File: src/rtl/hex_keypad_entry.sv
// Scans a 4x4 active-low hex keypad, debounces press and release, and shifts
// each accepted key code into a DATA_W-bit operand register.
module hex_keypad_entry #(
    parameter int SCAN_DIV       = 1000,
    parameter int DEBOUNCE_SCANS = 8,
    parameter int DATA_W         = 16
) (
    input  logic              CLK,
    input  logic              RST_n,
    input  logic [3:0]        row_in,
    output logic [3:0]        col_out,
    input  logic              clear,
    output logic [DATA_W-1:0] entry_data,
    output logic [3:0]        key_code,
    output logic              key_valid,
    output logic [2:0]        digit_cnt
);

    localparam int DIV_W  = (SCAN_DIV > 2) ? $clog2(SCAN_DIV) : 1;
    localparam int CNT_W  = $clog2(DEBOUNCE_SCANS + 1);
    localparam int DIGITS = DATA_W / 4;
    localparam logic [2:0] DIGIT_MAX = (DIGITS > 7) ? 3'd7 : 3'(DIGITS);
    localparam logic [DIV_W-1:0] DIV_LAST = DIV_W'(SCAN_DIV - 1);
    localparam logic [CNT_W-1:0] CNT_DONE = CNT_W'(DEBOUNCE_SCANS);

    typedef enum logic [1:0] {
        SCAN     = 2'd0,
        DEBOUNCE = 2'd1,
        HOLD     = 2'd2
    } state_t;

    state_t            state_q, state_d;
    logic [DIV_W-1:0]  div_q, div_d;
    logic [1:0]        col_idx_q, col_idx_d;
    logic [3:0]        col_out_q, col_out_d;
    logic [3:0]        cand_q, cand_d;
    logic [CNT_W-1:0]  cnt_q, cnt_d;
    logic [DATA_W-1:0] entry_q, entry_d;
    logic [3:0]        key_code_q, key_code_d;
    logic              key_valid_q, key_valid_d;
    logic [2:0]        digit_q, digit_d;

    logic              tick;
    logic              key_hit;
    logic [1:0]        row_idx;
    logic [3:0]        code;
    logic              accept;
    logic [DATA_W+3:0] entry_shift;

    assign tick = (div_q == DIV_LAST);

    // A key is only recognised when exactly one row is pulled low.
    always_comb begin
        key_hit = 1'b1;
        row_idx = 2'd0;
        case (row_in)
            4'b1110: row_idx = 2'd0;
            4'b1101: row_idx = 2'd1;
            4'b1011: row_idx = 2'd2;
            4'b0111: row_idx = 2'd3;
            default: key_hit = 1'b0;
        endcase
        code = {row_idx, col_idx_q};
    end

    always_comb begin
        state_d   = state_q;
        col_idx_d = col_idx_q;
        cand_d    = cand_q;
        cnt_d     = cnt_q;
        accept    = 1'b0;
        div_d     = tick ? '0 : div_q + DIV_W'(1);

        case (state_q)
            SCAN: begin
                if (tick) begin
                    if (key_hit) begin
                        cand_d = code;
                        if (DEBOUNCE_SCANS <= 1) begin
                            accept  = 1'b1;
                            cnt_d   = '0;
                            state_d = HOLD;
                        end else begin
                            cnt_d   = CNT_W'(1);
                            state_d = DEBOUNCE;
                        end
                    end else begin
                        col_idx_d = col_idx_q + 2'd1;
                    end
                end
            end
            DEBOUNCE: begin
                if (tick) begin
                    if (key_hit && (code == cand_q)) begin
                        if (cnt_q + CNT_W'(1) == CNT_DONE) begin
                            accept  = 1'b1;
                            cnt_d   = '0;
                            state_d = HOLD;
                        end else begin
                            cnt_d = cnt_q + CNT_W'(1);
                        end
                    end else begin
                        cnt_d     = '0;
                        col_idx_d = col_idx_q + 2'd1;
                        state_d   = SCAN;
                    end
                end
            end
            HOLD: begin
                // Release count restarts whenever any row is still low.
                if (tick) begin
                    if (row_in == 4'b1111) begin
                        if (cnt_q + CNT_W'(1) == CNT_DONE) begin
                            cnt_d     = '0;
                            col_idx_d = col_idx_q + 2'd1;
                            state_d   = SCAN;
                        end else begin
                            cnt_d = cnt_q + CNT_W'(1);
                        end
                    end else begin
                        cnt_d = '0;
                    end
                end
            end
            default: begin
                cnt_d   = '0;
                state_d = SCAN;
            end
        endcase

        col_out_d = ~(4'b0001 << col_idx_d);
    end

    always_comb begin
        key_valid_d = accept;
        key_code_d  = accept ? code : key_code_q;
        entry_shift = {entry_q, code};
        entry_d     = entry_q;
        digit_d     = digit_q;
        // Clear has priority over a key accepted on the same edge.
        if (clear) begin
            entry_d = '0;
            digit_d = 3'd0;
        end else if (accept) begin
            entry_d = entry_shift[DATA_W-1:0];
            if (digit_q != DIGIT_MAX) begin
                digit_d = digit_q + 3'd1;
            end
        end
    end

    always_ff @(posedge CLK) begin
        if (!RST_n) begin
            state_q     <= SCAN;
            div_q       <= '0;
            col_idx_q   <= 2'd0;
            col_out_q   <= 4'b1110;
            cand_q      <= 4'd0;
            cnt_q       <= '0;
            entry_q     <= '0;
            key_code_q  <= 4'd0;
            key_valid_q <= 1'b0;
            digit_q     <= 3'd0;
        end else begin
            state_q     <= state_d;
            div_q       <= div_d;
            col_idx_q   <= col_idx_d;
            col_out_q   <= col_out_d;
            cand_q      <= cand_d;
            cnt_q       <= cnt_d;
            entry_q     <= entry_d;
            key_code_q  <= key_code_d;
            key_valid_q <= key_valid_d;
            digit_q     <= digit_d;
        end
    end

    assign col_out    = col_out_q;
    assign entry_data = entry_q;
    assign key_code   = key_code_q;
    assign key_valid  = key_valid_q;
    assign digit_cnt  = digit_q;

endmodule

File: config.mk
export PLATFORM = sky130hd
export DESIGN_NAME = hex_keypad_entry
export DESIGN_NICKNAME = d
export VERILOG_FILES = /design/src/rtl/hex_keypad_entry.sv
export SDC_FILE = /design/constraint.sdc
export NUM_CORES = 1
export LEC_CHECK = 0
export BUFFER_PORTS_ARGS = -buffer_cell sky130_fd_sc_hd__buf_2
export CORE_ASPECT_RATIO = 0.7
export CORE_MARGIN = 10
export CORE_UTILIZATION = 60
export CTS_BUF_LIST = sky130_fd_sc_hd__clkbuf_2 sky130_fd_sc_hd__clkbuf_4 sky130_fd_sc_hd__clkbuf_8
export DETAILED_ROUTE_END_ITERATION = 12
export GPL_TIMING_DRIVEN = 0
export PLACE_DENSITY = 0.89
export SYNTH_ARGS = -nofsm -noshare
export SYNTH_HDL_FRONTEND = slang
export SYNTH_SLANG_ARGS = --single-unit
File: constraint.sdc
create_clock -name CLK -period 6.2 [get_ports CLK]
set_input_delay 1.55 -clock CLK [delete_from_list [all_inputs] [get_ports CLK]]
set_output_delay 1.55 -clock CLK [all_outputs]
set_load 0.01 [all_outputs]
# Word-level counts from Yosys, hierarchy flattened
# Cells that the tools add are included.
word_totals:
  ff_bits: 50
  latch_bits: 0
  ram_bits: 0
  mem_bits_ro: 0
  inputBits: 7
  word_cells: 75
  mem_count: 0
classes:
  add_sub_neg: 4
  multipliers: 0
  n_div: 0
  order_cmp: 0
  n_eq_ne: 18
  shift: 1
  muxes: 31
  bitwise_logic: 2
  reduce_logical: 9
op_table:
  columns: ["operator", "count"]
  rows:
  - ["2-bit two-way mux", 15]
  - ["4-bit two-way mux", 7]
  - ["4-bit == test (second input constant)", 5]
  - ["2-bit case mux with 3 select lines", 3]
  - ["2-bit inequality test (second input constant)", 6]
  - ["4-bit case mux with 3 select lines", 1]
  - ["10-bit by 1-bit adder with 10-bit output (second input constant)", 1]
  - ["10-bit == test (second input constant)", 1]
  - ["7-bit AND reduction", 1]
  - ["3-bit inequality test (second input constant)", 2]
  - ["1-bit two-way mux", 5]
  - ["4-bit by 1-bit adder with 4-bit output (second input constant)", 1]
  - ["4-bit by 3-bit == test with 1-bit output (second input constant)", 1]
  - ["4-bit == test", 1]
  - ["4-bit NOT", 1]
  - ["4-bit AND reduction", 1]
  - ["2-bit OR reduction", 2]
  - ["4-bit OR reduction", 1]
  - ["1-bit by 2-bit left shift with 4-bit output (first input constant)", 1]
  - ["3-bit by 1-bit adder with 3-bit output (second input constant)", 1]
  - ["3-bit AND reduction", 1]
  - ["2-bit by 1-bit adder with 2-bit output (second input constant)", 1]
  - ["2-bit by 1-bit == test with 1-bit output (second input constant)", 1]
  - ["2-bit == test (second input constant)", 1]
  - ["4 further kinds", 4]

# Longest topological paths before layout
depth:
  ltp_word: 9
  mapped_depth: 10

# Worst setup path before layout
# No wires, ideal clock.
synth_path:
  path_type: "in2reg"
  startpoint: "input port row_in[2]"
  endpoint: "register entry_q[13] (netlist: entry_data[13])"
  setup_time_ns: 0.132
  arrival_ns: 3.090
  setup_slack_ns: 2.977
  path_stages: 9
  path_buffers: 2
  cell_sequence: "buf_4 > and2_1 > and3b_1 > or3_4 > o211ai_4 > and4bb_2 > buf_2 > nand2_1 > a21oi_1"
synth_via:
  elab_chain_len: 7
synth_lines:
  columns: ["item", "line_no", "source"]
  rows:
  - ["from (decl)", "10", "input logic [3:0] row_in,"]
  - ["4-bit by 3-bit == test with 1-bit output / 4-bit == test (equally long branches)", "56", "case (row_in)"]
  - ["2-bit case mux with 3 select lines / 4-bit OR reduction (equally long branches)", null, null]
  - ["4-bit == test / 1-bit two-way mux (equally long branches)", "94, 56", null]
  - ["1-bit logical AND (*)", "94", "if (key_hit && (code == cand_q)) begin"]
  - ["1-bit two-way mux (*)", "94", null]
  - ["1-bit two-way mux (*)", "93", "if (tick) begin"]
  - ["1-bit two-way mux (*)", "74", "case (state_q)"]
  - ["to (signal assigned)", "171", "entry_q <= entry_d;"]
  - ["to (decl)", "38", "logic [DATA_W-1:0] entry_q, entry_d;"]
# Every way passes the cells marked *; elsewhere a longest branch is shown, timed or not.
# A chain may end at the register's enable or synchronous reset.

# Worst setup path after layout
layout_path:
  startpoint: "input port row_in[2]"
  endpoint: "register digit_q[2] (netlist: digit_cnt[2])"
layout_via:
  elab_chain_len: 8
layout_lines:
  columns: ["item", "line_no", "source"]
  rows:
  - ["4-bit by 3-bit == test with 1-bit output / 4-bit == test (equally long branches)", "56", null]
  - ["2-bit case mux with 3 select lines / 4-bit OR reduction (equally long branches)", null, null]
  - ["4-bit == test / 1-bit two-way mux (equally long branches)", "94, 56", null]
  - ["1-bit logical AND (*)", "94", null]
  - ["1-bit two-way mux (*)", "94", null]
  - ["1-bit two-way mux (*)", "93", null]
  - ["1-bit two-way mux (*)", "74", null]
  - ["2-bit AND reduction (no line) (*)", null, null]
  - ["to (signal assigned)", "174", "digit_q <= digit_d;"]
  - ["to (decl)", "41", "logic [2:0] digit_q, digit_d;"]
# Marks and branches as above.

==> results.ini <==
[setup_path]
required_ns=6.38
worst-setup-path-type=in -> reg
crit_start=row_in[2]
r2r_start=cnt_q[0]
cp_data_arrival_time_ns=3.39
path_max_fanout=9
critPathCaptureType=flop
start_kind=input pin

[cells_and_area]
area_growth_pct=15.1
insertedDiodeCount=0
fill_cells=315
finalNetCount=337
drive_above_1_share_pct=16.9

[yosys]
synth_area_leaders=dfxtp_1, nand2_1, a21oi_1, nor2_1, xnor2_1
ys_async_sr_fraction_pct=0
synth_edf_count=0
ys_warn_count=0
synth_cells=287
netlist.area_leader.share_pct=41.6
synth_top_area_cell=dfxtp_1
syn-cell-area_um2=2410
ys_ff_latch=50
yosysSeqAreaShare_pct=41.6
syn-num-nets=299
avgSynthCellArea_um2=8.38
synthFlopType=dfxtp_1
synth_cell_types=52

[detailed_routing]
avgRoutedWirePerCell_um=14.3
routed_wl_mm=5.42
vias=2116
drc_errors=0
drtAntennaViolNets=0
drt_pre_antenna_iters=4
drt_iter0_drc=194
vias_per_cell=5.60

[placement]
dp_hpwl_mm=4.04
port_buffers=31
place_congestion=0.930

[floorplan]
core-area_um2=3900
initial_core_util_pct=61.7
ioPinCount=35
rows=19
dieArea_um2=6980
fp.dieH_um=73.0
die_w_um=95.7

[power_and_ir_drop]
p_per_area_nw_per_um2=226
leakagePower_nw=1.07
ir_drop_uv=229

[timing]
hold_violations=0
fin_crit_sh_pct=51.8
fmax_ghz=0.312
relSlewSlack_pct=51.0
fin_crit_ns=3.21
fin_setup_tns_ns=0
finalSetupViolCount=0
rsz0062_at_grt=false
tightestPinTransition_ns=0.729
fin_skew_ns=0.0101
hold_ws_ns=0.458
slew_violations=0

[cts]
hold_buffers=0
insertion_delay_ns=0.30
htree_levels=2
cts_resized=0
cts_setup_buffers=0
cts_made_buffers=5
root_buffer=clkbuf_8
clk_path_buf_depth=2
cts_tree=done
clkTransAtPathRegs_ns=0.09
cts.sink_count=50

[run_status]
status=completed

[global_routing]
grt_pass1_wl_mm=8.91
grt_pass1_vias=1976
grt_max_degree=16
antenna_found_initial=0
grt_use_total_pct=15.6
overflow=0

[job]
drv_cap=0

[hold_path]
worstHoldStart=entry_data[15]
worstHoldPathType=reg -> reg

## state kept, by name, summed over array words and instances, names as in the netlist
| signal | cells |
|---|---|
| entry_data | 16 |
| div_q | 10 |
| cand_q | 4 |
| cnt_q | 4 |
| col_out | 4 |
| key_code | 4 |
| digit_cnt | 3 |
| col_idx_q | 2 |
| state_q | 2 |
| key_valid | 1 |
## worst paths after layout
check	end	slack (ns)	cells past startpoint
worst max-delay path	digit_cnt[2]	2.99	8
worst min-delay path	entry_data[15]	0.46	2
worst max register to register	digit_cnt[2]	3.52	9
worst min register to register	entry_data[15]	0.46	2
## stage by stage
step	power (mW)	cells	worst slack, ns	utilization, %	cell area (um^2)
detailed placement	0.357	370	2.74	67.4	2630
global route	0.648	378	2.83	71.0	2770
floorplan	0.350	287	2.98	-	2410
global placement	0.357	370	2.81	67.4	2630
CTS	0.625	378	3.05	71.0	2770
finish	0.625	378	2.99	71.0	2770
## synthesized netlist by cell type (3+ instances only)
| library cell | number |
|---|---|
| mux2i_1 | 4 |
| ha_1 | 5 |
| nor2_1 | 21 |
| a21oi_1 | 23 |
| and2_1 | 8 |
| nand3_1 | 8 |
| nor3b_1 | 3 |
| and3b_1 | 3 |
| buf_2 | 3 |
| nand4_1 | 5 |
| xnor2_1 | 9 |
| nand2_1 | 56 |
| nor2b_1 | 7 |
| dfxtp_1 | 50 |
| o21ai_0 | 5 |
| xor2_1 | 4 |
| nor3_1 | 5 |
| nand2b_1 | 4 |
| clkbuf_1 | 7 |
| inv_1 | 7 |
| buf_4 | 3 |
| a21boi_0 | 6 |
| and3_1 | 4 |
## critical path, stage by stage
cell and delay (ns):
buf_4 0.14, xor2_1 0.14, and3_1 0.27, or3_4 0.19
o211ai_4 0.12, nor3_1 0.64, and4b_1 0.29, nor3_1 0.05
## cells by family (layout without fill, tap and decap cells)
logic type	Yosys count	count (layout)	share of synthesized area [%]
xor gates and xnor gates	13	13	4.73
muxes	4	4	1.66
adders and majority gates	5	5	2.60
DFF	50	50	41.6
AOI/OAI and AO/OA	54	54	15.3
and+or+nand+nor	138	138	29.3
buffers and inverters	23	62	4.84
## cell usage in the layout, fill, tap and decap left out, types with 6 or more instances in the layout
| cell | synthesis | layout |
|---|---|---|
| nand3_1 | 8 | 8 |
| nor2b_1 | 7 | 7 |
| nor2_1 | 21 | 21 |
| and2_1 | 8 | 8 |
| inv_1 | 7 | 7 |
| buf_2 | 3 | 34 |
| clkbuf_1 | 7 | 7 |
| dfxtp_1 | 50 | 50 |
| a21boi_0 | 6 | 6 |
| clkbuf_8 | 0 | 6 |
| a21oi_1 | 23 | 23 |
| xnor2_1 | 9 | 9 |
| nand2_1 | 56 | 56 |
## area by class of cell
class | count | area, um^2 | area share, %
Multi-Input combinational cell | 214 | 1290 | 46.5
Buffer | 16 | 90.1 | 3.25
Clock inverter | 2 | 60.1 | 2.17
Sequential cell | 50 | 1000 | 36.1
Tap cell | 52 | 65.1 | 2.35
Inverter | 7 | 26.3 | 0.949
Clock buffer | 6 | 82.6 | 2.98
Timing Repair Buffer | 31 | 155 | 5.60
## report_power, final
group | switching [mW] | internal [mW] | leakage, nW | total (mW)
registers | 0.00155 | 0.322 | 0.403 | 0.324
clock network | 0.102 | 0.172 | 0.0714 | 0.274
logic | 0.0157 | 0.0107 | 0.600 | 0.0263
## per-layer routing
| metal | part of all wire (%) | vias up | wire [um] | track usage, % |
|---|---|---|---|---|
| met5 | 0 | - | 0 | 0 |
| met4 | 0.81 | 0 | 44 | 3.10 |
| met3 | 7.6 | 6 | 414 | 5.55 |
| met2 | 46 | 65 | 2510 | 24.7 |
| met1 | 45 | 982 | 2450 | 20.1 |
| li1 | - | 1063 | - | - |
Note: power is estimated with default switching activity, not from simulation.
